$ cat src/rtl/matrix_pool2d.sv
// matrix_pool2d: windowed max/average pooling over channel-stacked row-major planes.
// Average pooling is only built when POOL_AVG_MODE_EN is defined; otherwise max pooling is used.
module matrix_pool2d #(
  parameter int DATA_W = 16,
  parameter int ADDR_W = 14,
  parameter int DIM_W  = 10,
  parameter int WIN_W  = 4,
  parameter int CH_W   = 4
) (
  input  logic                     clk,
  input  logic                     reset,
  input  logic                     start,
  output logic                     done,
  output logic                     err,
  input  logic                     mode,
  input  logic [ADDR_W-1:0]        src_start_address,
  output logic [ADDR_W-1:0]        src_address,
  input  logic signed [DATA_W-1:0] src_readdata,
  output logic                     src_write_en,
  input  logic [DIM_W-1:0]         in_rows,
  input  logic [DIM_W-1:0]         in_cols,
  input  logic [WIN_W-1:0]         win_rows,
  input  logic [WIN_W-1:0]         win_cols,
  input  logic [WIN_W-1:0]         stride,
  input  logic [CH_W-1:0]          channels,
  input  logic [4:0]               avg_shift,
  input  logic [ADDR_W-1:0]        dest_start_address,
  output logic [ADDR_W-1:0]        dest_address,
  output logic signed [DATA_W-1:0] dest_writedata,
  output logic                     dest_write_en
);

  localparam logic signed [DATA_W-1:0] MIN_VAL = {1'b1, {(DATA_W-1){1'b0}}};

  typedef enum logic [2:0] {IDLE, SETUP, FETCH, DRAIN, WRITE} state_t;
  state_t state;

  logic [ADDR_W-1:0] src_base_q, dest_base_q;
  logic [DIM_W-1:0]  in_rows_q, in_cols_q;
  logic [WIN_W-1:0]  win_r_q, win_c_q, stride_q;
  logic [CH_W-1:0]   ch_q;

  logic [ADDR_W-1:0] plane_ptr, orow_ptr, win_ptr, row_ptr;
  logic [DIM_W-1:0]  top_r, left_c;
  logic [WIN_W-1:0]  wr, wc;
  logic [CH_W-1:0]   ch;
  logic              take;
  logic signed [DATA_W-1:0] acc_max, max_next, result;

  assign src_write_en = 1'b0;

  logic [ADDR_W-1:0] rows_a, cols_a, stride_a, plane_sz, row_step;
  assign rows_a   = ADDR_W'(in_rows_q);
  assign cols_a   = ADDR_W'(in_cols_q);
  assign stride_a = ADDR_W'(stride_q);
  assign plane_sz = rows_a * cols_a;
  assign row_step = stride_a * cols_a;

  logic invalid, last_wc, last_wr, more_col, more_row, more_ch;
  assign invalid = (in_rows_q == '0) || (in_cols_q == '0) || (win_r_q == '0) ||
                   (win_c_q == '0) || (stride_q == '0) || (ch_q == '0) ||
                   (DIM_W'(win_r_q) > in_rows_q) || (DIM_W'(win_c_q) > in_cols_q);
  assign last_wc = (wc == win_c_q - WIN_W'(1));
  assign last_wr = (wr == win_r_q - WIN_W'(1));
  // Edge tests replace the out_r/out_c floor divisions: another window fits iff its far edge stays inside.
  assign more_col = ({1'b0, left_c} + (DIM_W+1)'(stride_q) + (DIM_W+1)'(win_c_q)) <= {1'b0, in_cols_q};
  assign more_row = ({1'b0, top_r} + (DIM_W+1)'(stride_q) + (DIM_W+1)'(win_r_q)) <= {1'b0, in_rows_q};
  assign more_ch  = (ch != ch_q - CH_W'(1));

  logic [ADDR_W-1:0] col_ptr_n, row_ptr_n, plane_ptr_n;
  assign col_ptr_n   = win_ptr + stride_a;
  assign row_ptr_n   = orow_ptr + row_step;
  assign plane_ptr_n = plane_ptr + plane_sz;

  always_comb begin
    max_next = acc_max;
    if (take && (src_readdata > acc_max)) max_next = src_readdata;
  end

`ifdef POOL_AVG_MODE_EN
  localparam int SUM_W = DATA_W + 2*WIN_W;
  logic                    mode_q;
  logic [4:0]              shift_q;
  logic signed [SUM_W-1:0] acc_sum, sum_next;
  always_comb begin
    sum_next = acc_sum;
    if (take) sum_next = acc_sum + SUM_W'(src_readdata);
    result = mode_q ? DATA_W'(sum_next >>> shift_q) : max_next;
  end
`else
  logic unused_avg_cfg;
  assign unused_avg_cfg = ^{mode, avg_shift};
  assign result = max_next;
`endif

  always_ff @(posedge clk) begin
    if (reset) begin
      state          <= IDLE;
      done           <= 1'b1;
      err            <= 1'b0;
      dest_write_en  <= 1'b0;
      src_address    <= src_start_address;
      dest_address   <= dest_start_address;
      dest_writedata <= '0;
      wr <= '0; wc <= '0; ch <= '0; top_r <= '0; left_c <= '0;
      take <= 1'b0; acc_max <= '0;
      plane_ptr <= '0; orow_ptr <= '0; win_ptr <= '0; row_ptr <= '0;
      src_base_q <= '0; dest_base_q <= '0; in_rows_q <= '0; in_cols_q <= '0;
      win_r_q <= '0; win_c_q <= '0; stride_q <= '0; ch_q <= '0;
`ifdef POOL_AVG_MODE_EN
      acc_sum <= '0; mode_q <= 1'b0; shift_q <= '0;
`endif
    end else begin
      take          <= (state == FETCH);
      dest_write_en <= 1'b0;
      acc_max       <= max_next;
`ifdef POOL_AVG_MODE_EN
      acc_sum       <= sum_next;
`endif
      case (state)
        IDLE: if (start) begin
          src_base_q  <= src_start_address;
          dest_base_q <= dest_start_address;
          in_rows_q   <= in_rows;
          in_cols_q   <= in_cols;
          win_r_q     <= win_rows;
          win_c_q     <= win_cols;
          stride_q    <= stride;
          ch_q        <= channels;
`ifdef POOL_AVG_MODE_EN
          mode_q      <= mode;
          shift_q     <= avg_shift;
`endif
          done  <= 1'b0;
          err   <= 1'b0;
          state <= SETUP;
        end
        SETUP: if (invalid) begin
          err   <= 1'b1;
          done  <= 1'b1;
          state <= IDLE;
        end else begin
          plane_ptr <= src_base_q; orow_ptr <= src_base_q; win_ptr <= src_base_q;
          row_ptr <= src_base_q; src_address <= src_base_q;
          dest_address <= dest_base_q;
          wr <= '0; wc <= '0; ch <= '0; top_r <= '0; left_c <= '0;
          acc_max <= MIN_VAL;
`ifdef POOL_AVG_MODE_EN
          acc_sum <= '0;
`endif
          state <= FETCH;
        end
        FETCH: begin
          if (!last_wc) begin
            wc          <= wc + WIN_W'(1);
            src_address <= src_address + ADDR_W'(1);
          end else if (!last_wr) begin
            wc          <= '0;
            wr          <= wr + WIN_W'(1);
            row_ptr     <= row_ptr + cols_a;
            src_address <= row_ptr + cols_a;
          end else begin
            state <= DRAIN;
          end
        end
        DRAIN: begin
          dest_writedata <= result;
          dest_write_en  <= 1'b1;
          state          <= WRITE;
        end
        WRITE: begin
          dest_address <= dest_address + ADDR_W'(1);
          wr <= '0; wc <= '0;
          acc_max <= MIN_VAL;
`ifdef POOL_AVG_MODE_EN
          acc_sum <= '0;
`endif
          if (more_col) begin
            left_c  <= left_c + DIM_W'(stride_q);
            win_ptr <= col_ptr_n; row_ptr <= col_ptr_n; src_address <= col_ptr_n;
            state   <= FETCH;
          end else if (more_row) begin
            left_c   <= '0;
            top_r    <= top_r + DIM_W'(stride_q);
            orow_ptr <= row_ptr_n; win_ptr <= row_ptr_n; row_ptr <= row_ptr_n;
            src_address <= row_ptr_n;
            state    <= FETCH;
          end else if (more_ch) begin
            ch <= ch + CH_W'(1); top_r <= '0; left_c <= '0;
            plane_ptr <= plane_ptr_n; orow_ptr <= plane_ptr_n; win_ptr <= plane_ptr_n;
            row_ptr <= plane_ptr_n; src_address <= plane_ptr_n;
            state <= FETCH;
          end else begin
            done  <= 1'b1;
            state <= IDLE;
          end
        end
        default: state <= IDLE;
      endcase
    end
  end

endmodule

$ cat config.mk
export PLATFORM = sky130hd
export DESIGN_NAME = matrix_pool2d
export DESIGN_NICKNAME = d
export VERILOG_FILES = /design/src/rtl/matrix_pool2d.sv
export SDC_FILE = /design/constraint.sdc
export NUM_CORES = 1
export LEC_CHECK = 0
export CAP_MARGIN = 20
export CORE_ASPECT_RATIO = 1.75
export CORE_MARGIN = 1.5
export CORE_UTILIZATION = 45
export CTS_CLUSTER_DIAMETER = 40
export DETAILED_ROUTE_END_ITERATION = 6
export GPL_TIMING_DRIVEN = 0
export SYNTH_ARGS = -nofsm -noshare
export SYNTH_HDL_FRONTEND = slang
export SYNTH_SLANG_ARGS = --single-unit
$ cat constraint.sdc
create_clock -name clk -period 6.85 [get_ports clk]
set_clock_uncertainty 0.05 [all_clocks]
set_input_delay 1.37 -clock clk [delete_from_list [all_inputs] [get_ports clk]]
set_output_delay 1.37 -clock clk [all_outputs]
set_load 0.02 [all_outputs]
==> key figures, run 1 <==
Logic synthesis
  • #FFs+latches synth: 219
  • Simple-Gate Fraction of Synth Area: 18.34%
  • Fraction of registers with async set/reset: 0%
  • Mux contribution to synthesized area: 2.399%
  • Adder-Cell Fraction of Synth Area: 22.12%
  • Yosys warnings: 0
  • Syn Nets: 2,424
  • Synth Area in Compound Gates: 16.93%
  • Post-Syn Area: 0.01726 sq mm
  • Cells after Synth: 2,091
  • Post-synth EDFFs: 28
  • Distinct cells, synth: 90
  • Post-synthesis xor/xnor area fraction: 6.233%
  • Top post-synthesis cells by area: dfxtp_1 22%, fa_1 12%, ha_1 10%, nand2_1 6.9%, a21oi_1 5.1%
  • Largest area contributor in the netlist: dfxtp_1
  • Post-synthesis average cell area: 8.256 sq um
  • Seq/Total Area, Yosys: 27.02%
  • Post-synth top area share: 22.15%
  • Largest family of logic cells by synthesized area: adder cells
  • Top_reg_cell synth: dfxtp_1

Finish
  • N_diodes: 0
  • Share of layout cells above drive strength 1: 5.353%
  • Area growth, synth to finish: 17.32%
  • Layout fillers: 3,571
  • Design area: 0.02025 sq mm
  • Nets: 2,587

Global routing
  • GRT Total Usage: 30.75%
  • First-pass GRT wire length: 91.27 mm
  • Number of global-route vias before repair: 16.00k
  • Antenna violations before repair: 0
  • Largest net degree at the start of global routing: 24
  • Total gr overflow: 0

Timing
  • RSZ-0062 raised after global routing: no
  • Fin. Hold Viols: 0
  • Final setup viols: 0
  • Max-slew violations: 0
  • Max Freq: 150.9 MHz
  • Hold slack: 0.4063 ns
  • Final worst path period need: 6.629 ns
  • Least-Margin Pin Slew: 1.013 ns
  • TNS Setup: 0 ns
  • Relative slew slack: 32.48%
  • Final period util: 96.77%

Pwr
  • Maximum VDD drop: 0.0002106 V
  • Leakage power: 8.557 nW
  • Tot Pwr: 3.780 mW
  • Pwr Density: 186.7 mW/mm^2

Detailed routing
  • Residual DRC count: 0
  • Wire length per cell: 21.65 microns
  • Drt first pass iters: 5
  • Total Routed Length: 59.73 mm
  • Final ANT Viol Nets: 0
  • Vias/cell: 5.689
  • DR vias: 15.70k
  • Initial drt markers: 822

Setup path
  • R2r endpoint: src_address[13]
  • CP required: 7.10 ns
  • Worst reg2reg startpoint: in_cols_q[4]
  • R2R cell count: 20
  • CP Max Fanout: 10
  • Path type of the worst setup path: register to register
  • CP Launch Type: register
  • Reg2Reg Setup Slack: 0.22 ns
  • Crit path capture type: register
  • Critical path arrival: 6.88 ns

Placed design
  • RePlAce Congestion: 0.9947
  • Port Buf Inserts: 129
  • Post-DP HPWL: 47.39 mm
  • DP Area: 0.01916 sq mm

Die
  • Starting Density: 45.72%
  • Die area: 0.03959 sq mm
  • FP Rows: 94
  • Total core area: 0.03775 sq mm
  • Die X: 151.1 microns
  • Vert. Die Dim: 262.1 microns
  • I/O pin cnt: 137

Clocking
  • Clock tree root buffer cell: clkbuf_16
  • CTS Buffer Depth: 3
  • CTS clk-pin slew, worst paths: 0.07 ns
  • Clk sinks: 219
  • Hold_buf cts: 0
  • Htree depth: 1
  • Worst-Skew Late Latency: 0.60 ns
  • TritonCTS Buffers: 31
  • CTS tree: built

Hold path
  • Worst Hold Launch: dest_base_q[3]
  • Worst min path class: register to register
  • Hold Crit Depth: 2
  • Hold Path End: dest_base_q[3]

Run
  • Max cap viols: 0

Run status
  • Outcome: complete, no violations
[metal layers]
layer	GRT usage [%]	part of all wire, %
met1	31.90	35
met2	56.67	52
met3	4.115	5.2
met4	20.82	7.4
met5	0	0
[timing repair]
item                                    4_1_cts  5_1_grt
buffers inserted                              0        0
resized for setup                             1        5
endpoints found under the setup margin        1       12
[synthesized netlist by cell type, drive strengths merged (3+ instances only)]
| cell type | instances |
|---|---|
| nand3b | 3 |
| a32oi | 3 |
| nor3b | 5 |
| mux2i | 38 |
| nand3 | 33 |
| o21bai | 7 |
| nor4b | 3 |
| xnor2 | 76 |
| mux2 | 3 |
| o21a | 17 |
| or2 | 5 |
| or3 | 12 |
| a22oi | 9 |
| nand2b | 9 |
| nor4 | 8 |
| a31oi | 18 |
| o22ai | 7 |
| o211ai | 14 |
| edfxtp | 28 |
| and3 | 11 |
| nor3 | 17 |
| a21oi | 177 |
| a211oi | 26 |
| inv | 195 |
| a211o | 5 |
| and4 | 4 |
| fa | 102 |
| nand4 | 17 |
| nand2 | 316 |
| ha | 142 |
| o21ai | 93 |
| o2111a | 3 |
| clkbuf | 81 |
| nor2 | 197 |
| and2 | 35 |
| buf | 25 |
| a31o | 3 |
| a21boi | 3 |
| xor2 | 46 |
| nor2b | 21 |
| dfxtp | 191 |
| a311oi | 17 |
| o31ai | 8 |
| a21o | 24 |
| a2bb2oi | 7 |
[placed cells by master, fill, tap and decap left out, drive strengths merged, types with 18 or more instances in the layout]
cell	n
nand2	316
inv	204
nor2	197
dfxtp	191
a21oi	177
ha	142
clkdlybuf4s50	129
clkbuf	115
fa	102
o21ai	93
xnor2	76
xor2	46
mux2i	38
and2	35
nand3	33
edfxtp	28
a211oi	26
buf	26
a21o	24
nor2b	21
a31oi	18
[metrics by stage]
step	setup WS [ns]	instances	util, %
2_1_floorplan	1.377	2091	-
3_3_place_gp	0.03217	2700	50.74
3_5_place_dp	0.008638	2701	50.76
4_1_cts	0.03657	2759	53.62
5_1_grt	0.04487	2759	53.64
6_report	0.2211	2759	53.64
[cell type report]
type / instances / area, sq um / share of cell area (%)
multi-input cells: 1571 / 11410 / 56.33
flip-flops and latches: 219 / 4664 / 23.03
repair buffers: 130 / 1299 / 6.413
clock buffers: 34 / 787.0 / 3.886
inverters: 195 / 732.0 / 3.614
well taps: 480 / 600.6 / 2.966
plain buffers: 106 / 470.5 / 2.323
clock inverters: 24 / 291.5 / 1.440
[worst max path at each step]
stage	from	to	slack (ns)	cells after the start
floorplan	in_cols_q[3]	src_address[12]	1.38	19
global placement	in_cols_q[3]	src_address[13]	0.03	20
detailed placement	in_cols_q[3]	src_address[13]	0.009	20
CTS	in_cols_q[2]	src_address[13]	0.04	20
global route	in_cols_q[3]	src_address[13]	0.04	19
finish	in_cols_q[4]	src_address[13]	0.22	20
[logic make-up (layout without fill, tap and decap cells)]
family,Yosys count,in the layout
AND/OR/NAND/NOR,702,702
AO/OA/AOI/OAI,461,461
buffers and inverters,301,489
adder cells (fa/ha/maj),244,244
flip-flops,219,219
XOR/XNOR,122,122
multiplexers,41,41
other,1,1
[worst max-delay path: stages, from the launching register on]
cell and delay (ns):
dfxtp_1 0.64, clkbuf_1 0.63, nand2_1 0.15, fa_1 0.52, inv_1 0.04, ha_1 0.28
inv_1 0.06, fa_1 0.56, inv_1 0.06, fa_1 0.54, inv_1 0.06, fa_1 0.54
inv_1 0.04, ha_1 0.36, a21boi_0 0.17, a311oi_2 0.40, a21oi_1 0.20, a31oi_1 0.24
xnor2_1 0.16, a31oi_1 0.42, a32oi_1 0.20
[sequential cells by signal, summed over array words and instances, names as in the netlist, 10 cells and up]
signal and count:
acc_max 16, dest_writedata 16, dest_address 14, dest_base_q 14, orow_ptr 14, plane_ptr 14, row_ptr 14, src_address 14
src_base_q 14, win_ptr 14, in_cols_q 10, in_rows_q 10, left_c 10, top_r 10
[power breakdown]
part	internal [mW]	switching (mW)
clock	1.00	0.707
combinational	0.253	0.410
sequential	1.34	0.0619
total	2.60	1.18
Power figures use the tool's default switching activity.
==> run 2, diff against run 1 <==
--- a/config.mk
+++ b/config.mk
@@ -5,6 +5,7 @@
 export SDC_FILE = /design/constraint.sdc
 export NUM_CORES = 1
 export LEC_CHECK = 0
+export ABC_AREA = 1
 export CAP_MARGIN = 20
 export CORE_ASPECT_RATIO = 1.75
 export CORE_MARGIN = 1.5
@@ -12,6 +13,7 @@
 export CTS_CLUSTER_DIAMETER = 40
 export DETAILED_ROUTE_END_ITERATION = 6
 export GPL_TIMING_DRIVEN = 0
+export RECOVER_POWER = 50
 export SYNTH_ARGS = -nofsm -noshare
 export SYNTH_HDL_FRONTEND = slang
 export SYNTH_SLANG_ARGS = --single-unit
==> constraint.sdc (replaced) <==
create_clock -name clk -period 8.09 [get_ports clk]
set_clock_uncertainty 0.05 [all_clocks]
set_input_delay 1.618 -clock clk [delete_from_list [all_inputs] [get_ports clk]]
set_output_delay 1.618 -clock clk [all_outputs]
set_load 0.02 [all_outputs]
==> run 2 against run 1 <==
Compared with the run above: design area increased by 4.9%; largest power group unchanged; wire length rose by 9.8%; non-clock buffer count shrank 3; total power is 0.38% higher; worst hold slack got worse by 0.010 ns; sequential share of layout area is 1.1 points lower; flip-flop and latch count stayed put; first-iteration DRC count is 13% higher.
==> key figures, run 2 <==
Logic synthesis
  • Fraction of registers with async set/reset: 0% (unchanged)
  • Top_reg_cell synth: dfxtp_1 (unchanged)
  • Seq/Total Area, Yosys: 25.49% (was 27.02%)
  • Post-synthesis average cell area: 6.872 sq um (was 8.256 sq um)
  • #FFs+latches synth: 219 (unchanged)
  • Yosys warnings: 0 (unchanged)
  • Cells after Synth: 2,663 (was 2,091)
  • Post-synth top area share: 20.89% (was 22.15%)
  • Commonest cells in the netlist: 619 x nand2_1, 455 x inv_1, 239 x nor2_1, 211 x a21oi_1, 198 x o21ai_0 (was 316 x nand2_1, 194 x inv_1, 191 x dfxtp_1, 189 x nor2_1, 176 x a21oi_1)
  • Largest area contributor in the netlist: dfxtp_1 (unchanged)
  • Top post-synthesis cells by area: dfxtp_1 21%, nand2_1 13%, fa_1 11%, ha_1 9.7%, inv_1 9.3% (was dfxtp_1 22%, fa_1 12%, ha_1 10%, nand2_1 6.9%, a21oi_1 5.1%)
  • Most common cell in the synthesized netlist: nand2_1 (unchanged)
  • Post-synth EDFFs: 28 (unchanged)
  • Distinct cells, synth: 50 (was 90)
  • Syn Nets: 2,996 (was 2,424)
  • Post-Syn Area: 0.01830 sq mm (was 0.01726 sq mm)

Hold path
  • Worst min path class: register to register (unchanged)

Die
  • Die area: 0.04193 sq mm (was 0.03959 sq mm)
  • Die X: 155.4 microns (was 151.1 microns)
  • Total core area: 0.04005 sq mm (was 0.03775 sq mm)
  • I/O pin cnt: 137 (unchanged)
  • FP Rows: 97 (was 94)
  • Vert. Die Dim: 269.8 microns (was 262.1 microns)
  • Starting Density: 45.69% (was 45.72%)

Finish
  • Area growth, synth to finish: 16.10% (was 17.32%)
  • Largest registers: acc_max (16), dest_writedata (16) (unchanged)
  • Commonest non-fill, non-tap cell in the layout: nand2_1 (unchanged)
  • Area of the multi-input gates: 0.01142 sq mm (was 0.01141 sq mm)
  • N_diodes: 0 (unchanged)
  • Commonest cells after routing, fill and taps aside: 620 x nand2_1, 455 x inv_1, 240 x nor2_1, 211 x a21oi_1, 198 x o21ai_0 (was 316 x nand2_1, 194 x inv_1, 191 x dfxtp_1, 189 x nor2_1, 176 x a21oi_1)
  • Share of layout cells above drive strength 1: 4.253% (was 5.353%)
  • Layout fillers: 4,041 (was 3,571)
  • FF/Latch Area: 0.004664 sq mm (unchanged)
  • Nets: 3,156 (was 2,587)

Pwr
  • Pwr Density: 178.6 mW/mm^2 (was 186.7 mW/mm^2)
  • Leakage power: 10.66 nW (was 8.557 nW)
  • Maximum VDD drop: 0.0001854 V (was 0.0002106 V)
  • Tot Pwr: 3.795 mW (was 3.780 mW)

Global routing
  • Antenna violations before repair: 0 (unchanged)
  • Largest net degree at the start of global routing: 16 (was 24)
  • Number of global-route vias before repair: 17.95k (was 16.00k)
  • Total gr overflow: 0 (unchanged)
  • GRT Total Usage: 31.33% (was 30.75%)
  • First-pass GRT wire length: 99.92 mm (was 91.27 mm)

Placed design
  • Port Buf Inserts: 129 (unchanged)
  • RePlAce Congestion: 0.9649 (was 0.9947)
  • Post-DP HPWL: 54.14 mm (was 47.39 mm)

Timing
  • Least-Margin Pin Slew: 1.134 ns (was 1.013 ns)
  • Max Freq: 150.5 MHz (was 150.9 MHz)
  • Fin. Hold Viols: 0 (unchanged)
  • Final worst path period need: 6.645 ns (was 6.629 ns)
  • Max-slew violations: 0 (unchanged)
  • Final period util: 82.14% (was 96.77%)
  • TNS Setup: 0 ns (unchanged)
  • RSZ-0062 raised after global routing: no (unchanged)
  • Relative slew slack: 24.40% (was 32.48%)
  • Final setup viols: 0 (unchanged)
  • Hold slack: 0.3959 ns (was 0.4063 ns)

Detailed routing
  • Residual DRC count: 0 (unchanged)
  • Total Routed Length: 65.58 mm (was 59.73 mm)
  • Vias/cell: 5.329 (was 5.689)
  • Initial drt markers: 931 (was 822)
  • Drt first pass iters: 6 (was 5)
  • DR vias: 17.80k (was 15.70k)
  • Final ANT Viol Nets: 0 (unchanged)
  • Wire length per cell: 19.63 microns (was 21.65 microns)

Setup path
  • CP Launch Type: register (unchanged)
  • Crit path capture type: register (unchanged)
  • CP Max Fanout: 10 (unchanged)
  • Path type of the worst setup path: register to register (unchanged)
  • CP required: 8.35 ns (was 7.10 ns)
  • Critical path arrival: 6.91 ns (was 6.88 ns)

Run status
  • Outcome: complete, no violations (unchanged)

Clocking
  • Clk sinks: 219 (unchanged)
  • TritonCTS Buffers: 28 (was 31)
  • CTS clk-pin slew, worst paths: 0.06 ns (was 0.07 ns)
  • Setup Fix Bufs, Post-CTS: 0 (unchanged)
  • Post-CTS Resized: 0 (was 1)
  • CTS Buffer Depth: 3 (unchanged)
  • Worst-Skew Late Latency: 0.56 ns (was 0.60 ns)
  • Hold_buf cts: 0 (unchanged)
  • Clock tree root buffer cell: clkbuf_16 (unchanged)
  • CTS tree: built (unchanged)
  • Htree depth: 1 (unchanged)

Run
  • Max cap viols: 0 (unchanged)
## run 2: where the power goes
| part | internal, mW | leakage (nW) | switching, mW |
|---|---|---|---|
| combinational | 0.388 | 8.32 | 0.729 |
| clock | 0.844 | 0.491 | 0.560 |
| sequential | 1.18 | 1.85 | 0.0921 |
| total | 2.41 | 10.7 | 1.38 |
## run 2: final timing paths
path                  start              end  slack [ns]  depth (start not counted)
min          dest_base_q[0]   dest_base_q[0]        0.40                          2
max reg2reg    in_cols_q[6]  src_address[13]        1.45                         22
min reg2reg  dest_base_q[0]   dest_base_q[0]        0.40                          2
max            in_cols_q[6]  src_address[13]        1.45                         22
## run 2: worst max-delay path, cell delays in order (launching register included)
cell      delay, ns
dfxtp_1        0.76
clkbuf_1       0.58
nand2_1        0.17
fa_1           0.58
inv_1          0.06
fa_1           0.49
fa_1           0.55
fa_1           0.55
inv_1          0.06
fa_1           0.57
inv_1          0.05
ha_1           0.37
inv_1          0.10
nor3_1         0.26
o21ai_0        0.13
nand3_1        0.21
nand3_1        0.16
nand3_1        0.20
nand3_1        0.11
nand2_1        0.16
nand3_1        0.11
nand2_1        0.07
nand2_1        0.06
## run 2: logic make-up after synthesis
family	synth area share, %
AND/OR/NAND/NOR	24.35
buffers and inverters	12.07
AO/OA/AOI/OAI	13.23
adder cells (fa/ha/maj)	20.87
flip-flops	25.49
XOR/XNOR	3.972
other	0.02049
## run 2: layer usage
| layer | up-vias | GRT usage, % | wire length [microns] |
|---|---|---|---|
| met5 | - | 0 | 0 |
| met4 | 0 | 21.40 | 5060 |
| met3 | 193 | 3.707 | 2765 |
| met2 | 555 | 60.16 | 34930 |
| met1 | 8353 | 30.57 | 22830 |
| li1 | 8699 | - | - |
## run 2: final cells by class
type	count	area share [%]
Sequential cell	219	21.95
Tap cell	495	2.915
Timing Repair Buffer	130	6.148
Clock inverter	20	1.290
Buffer	103	2.073
Inverter	471	8.321
Clock buffer	32	3.563
Multi-Input combinational cell	1870	53.74
## run 2: through the flow
stage               util [%]  instance area [sq um]  instances  setup WS (ns)
floorplan                  -                  18300       2663          2.983
global placement       50.46                  20210       3287          1.512
detailed placement     50.50                  20230       3288          1.480
CTS                    53.07                  21260       3340          1.447
global route           53.05                  21250       3340          1.197
finish                 53.05                  21250       3340          1.445
==> run 3, diff against run 2 <==
--- a/config.mk
+++ b/config.mk
@@ -13,6 +13,7 @@
 export CTS_CLUSTER_DIAMETER = 40
 export DETAILED_ROUTE_END_ITERATION = 6
 export GPL_TIMING_DRIVEN = 0
+export PLACE_DENSITY = 0.66
 export RECOVER_POWER = 50
 export SYNTH_ARGS = -nofsm -noshare
 export SYNTH_HDL_FRONTEND = slang
==> constraint.sdc (replaced) <==
create_clock -name clk -period 6 [get_ports clk]
set_clock_uncertainty 0.05 [all_clocks]
set_input_delay 1.2 -clock clk [delete_from_list [all_inputs] [get_ports clk]]
set_output_delay 1.2 -clock clk [all_outputs]
set_load 0.02 [all_outputs]
==> run 3 against run 2 <==
Compared with the run above: core utilization decreased by 0.081 points; clock power increased by 24%; clock-buffer cell count decreased by 5; critical path depth decreased by 1; die area unchanged; critical path type unchanged; first-iteration DRC count increased by 15%; sequential share of layout area increased by 0.15 points; via count increased by 1.7%; worst hold slack got worse by 0.0013 ns; non-clock buffer count decreased by 1; flip-flop and latch count unchanged; maximum frequency increased by 14%.
==> key figures, run 3 (synthesis results as in run 2) <==
Run status
  • Outcome: complete, no violations (unchanged)

Clocking
  • CTS Buffer Depth: 3 (unchanged)
  • Worst-Skew Late Latency: 0.55 ns (was 0.56 ns)
  • TritonCTS Buffers: 25 (was 28)
  • Hold_buf cts: 0 (unchanged)
  • Clk sinks: 219 (unchanged)
  • CTS tree: built (unchanged)
  • Clock tree root buffer cell: clkbuf_16 (unchanged)
  • Htree depth: 1 (unchanged)
  • Setup Fix Bufs, Post-CTS: 0 (unchanged)
  • CTS clk-pin slew, worst paths: 0.07 ns (was 0.06 ns)

Detailed routing
  • Drt first pass iters: 5 (was 6)
  • DR vias: 18.10k (was 17.80k)
  • Initial drt markers: 1,070 (was 931)
  • Final ANT Viol Nets: 0 (unchanged)
  • Wire length per cell: 19.32 microns (was 19.63 microns)
  • Total Routed Length: 64.37 mm (was 65.58 mm)
  • Residual DRC count: 0 (unchanged)
  • Vias/cell: 5.431 (was 5.329)

Pwr
  • Pwr Density: 234.0 mW/mm^2 (was 178.6 mW/mm^2)
  • Leakage power: 10.66 nW (about the same)
  • Maximum VDD drop: 0.0002144 V (was 0.0001854 V)

Global routing
  • Total gr overflow: 0 (unchanged)
  • Antenna violations before repair: 0 (unchanged)
  • First-pass GRT wire length: 99.95 mm (was 99.92 mm)
  • Number of global-route vias before repair: 18.52k (was 17.95k)
  • GRT Total Usage: 31.03% (was 31.33%)
  • Largest net degree at the start of global routing: 18 (was 16)

Timing
  • Final period util: 96.94% (was 82.14%)
  • TNS Setup: 0 ns (unchanged)
  • Fin. Hold Viols: 0 (unchanged)
  • Max-slew violations: 0 (unchanged)
  • Max Freq: 171.9 MHz (was 150.5 MHz)
  • Relative slew slack: 26.17% (was 24.40%)
  • Least-Margin Pin Slew: 1.107 ns (was 1.134 ns)
  • Final setup viols: 0 (unchanged)
  • Final worst path period need: 5.816 ns (was 6.645 ns)

Hold path
  • Hold Path End: dest_base_q[2] (was dest_base_q[0])
  • Worst Hold Launch: dest_base_q[2] (was dest_base_q[0])
  • Worst min path class: register to register (unchanged)
  • Hold Crit Depth: 2 (unchanged)

Die
  • Die area: 0.04193 sq mm (unchanged)
  • FP Rows: 97 (unchanged)
  • I/O pin cnt: 137 (unchanged)
  • Die X: 155.4 microns (unchanged)
  • Starting Density: 45.69% (unchanged)
  • Total core area: 0.04005 sq mm (unchanged)
  • Vert. Die Dim: 269.8 microns (unchanged)

Finish
  • Design area: 0.02121 sq mm (was 0.02125 sq mm)
  • Commonest non-fill, non-tap cell in the layout: nand2_1 (unchanged)
  • Largest registers: acc_max (16), dest_writedata (16) (unchanged)
  • Area growth, synth to finish: 15.92% (was 16.10%)
  • Nets: 3,152 (was 3,156)
  • N_diodes: 0 (unchanged)
  • Share of layout cells above drive strength 1: 4.794% (was 4.253%)
  • Final Core Density: 52.97% (was 53.05%)
  • Commonest cells after routing, fill and taps aside: 620 x nand2_1, 455 x inv_1, 240 x nor2_1, 211 x a21oi_1, 199 x o21ai_0 (was 620 x nand2_1, 455 x inv_1, 240 x nor2_1, 211 x a21oi_1, 198 x o21ai_0)

Placed design
  • Port Buf Inserts: 129 (unchanged)
  • RePlAce Congestion: 0.9794 (was 0.9649)
  • Post-DP HPWL: 52.55 mm (was 54.14 mm)
  • DP Area: 0.02023 sq mm (unchanged)

Setup path
  • Path type of the worst setup path: register to register (unchanged)
  • Crit path capture type: register (unchanged)
  • CP Max Fanout: 10 (unchanged)
  • Critical path arrival: 6.16 ns (was 6.91 ns)
  • Worst reg2reg startpoint: in_cols_q[4] (was in_cols_q[6])
  • R2r endpoint: src_address[12] (was src_address[13])
  • CP required: 6.35 ns (was 8.35 ns)
  • CP Launch Type: register (unchanged)
  • Reg2Reg Setup Slack: 0.18 ns (was 1.45 ns)
  • R2R cell count: 21 (was 22)

Run
  • Max cap viols: 0 (unchanged)
run 3: cell count changes in the layout (fill, tap and decap cells not counted), sizes merged:
cell	before	now
clkbuf	108	96
buf	28	34
clkinvlp	4	2
clkinv	5	6
inv	477	476
run 3: what timing repair did:
action | in CTS | in global routing
setup endpoints to repair | 19 | 12
resized for setup | 23 | 31
gates cloned | 0 | 0
pin swaps | 0 | 1
run 3: cell type report:
| cell class | count | area (sq um) |
|---|---|---|
| Multi-Input combinational cell | 1870 | 11420 |
| Inverter | 471 | 1768 |
| Timing Repair Buffer | 130 | 1306 |
| Clock inverter | 18 | 257.7 |
| Fill cell | 3948 | 18840 |
| Tap cell | 495 | 619.3 |
| Clock buffer | 27 | 653.1 |
| Buffer | 102 | 495.5 |
| Sequential cell | 219 | 4690 |
run 3: where the power goes:
group / switching [mW] / internal [mW]
sequential: 0.126 / 1.59
combinational: 0.971 / 0.529
clock: 0.724 / 1.02
total: 1.82 / 3.14
run 3: metrics by stage:
step | worst slack (ns) | cells | total power, mW | hold WS (ns)
2_1_floorplan | 0.8933 | 2663 | 2.678 | 0.3705
3_3_place_gp | -0.5226 | 3287 | 3.200 | 0.3807
3_5_place_dp | -0.5713 | 3288 | 3.228 | 0.3875
4_1_cts | 0.008443 | 3332 | 4.963 | 0.3980
5_1_grt | -0.06769 | 3332 | 5.218 | 0.4155
6_report | 0.1838 | 3332 | 4.964 | 0.3946
run 3: critical path, cell delays in order (launching register included):
cell,delay (ns)
dfxtp_2,0.44
buf_6,0.20
buf_6,0.18
nand2_1,0.08
fa_1,0.48
inv_1,0.05
fa_1,0.48
fa_1,0.52
fa_1,0.54
inv_1,0.07
fa_1,0.59
inv_1,0.06
ha_1,0.35
inv_1,0.11
nor3_1,0.24
nand3_1,0.10
nand3_1,0.15
xor2_2,0.24
nand2_1,0.20
nand3_1,0.14
nand2_1,0.17
a21oi_1,0.21
run 3: metal layers:
metal	GRT usage (%)	wire length, microns	part of all wire (%)	vias up
met1	29.48	21700	34	8547
met4	24.01	5675	8.8	0
met3	3.739	2987	4.6	238
li1	-	-	-	8688
met5	0	0	0	-
met2	59.15	34010	53	622
run 3: worst max path at each step:
stage / from / to / slack, ns / cells past startpoint
after floorplan: in_cols_q[3] / src_address[11] / 0.89 / 24
after detailed placement: in_cols_q[6] / src_address[13] / -0.57 / 22
after CTS: in_cols_q[6] / src_address[13] / 0.008 / 22
after global placement: in_cols_q[6] / src_address[13] / -0.52 / 22
final: in_cols_q[4] / src_address[12] / 0.18 / 21
after global routing: in_rows_q[0] / src_address[13] / -0.07 / 22
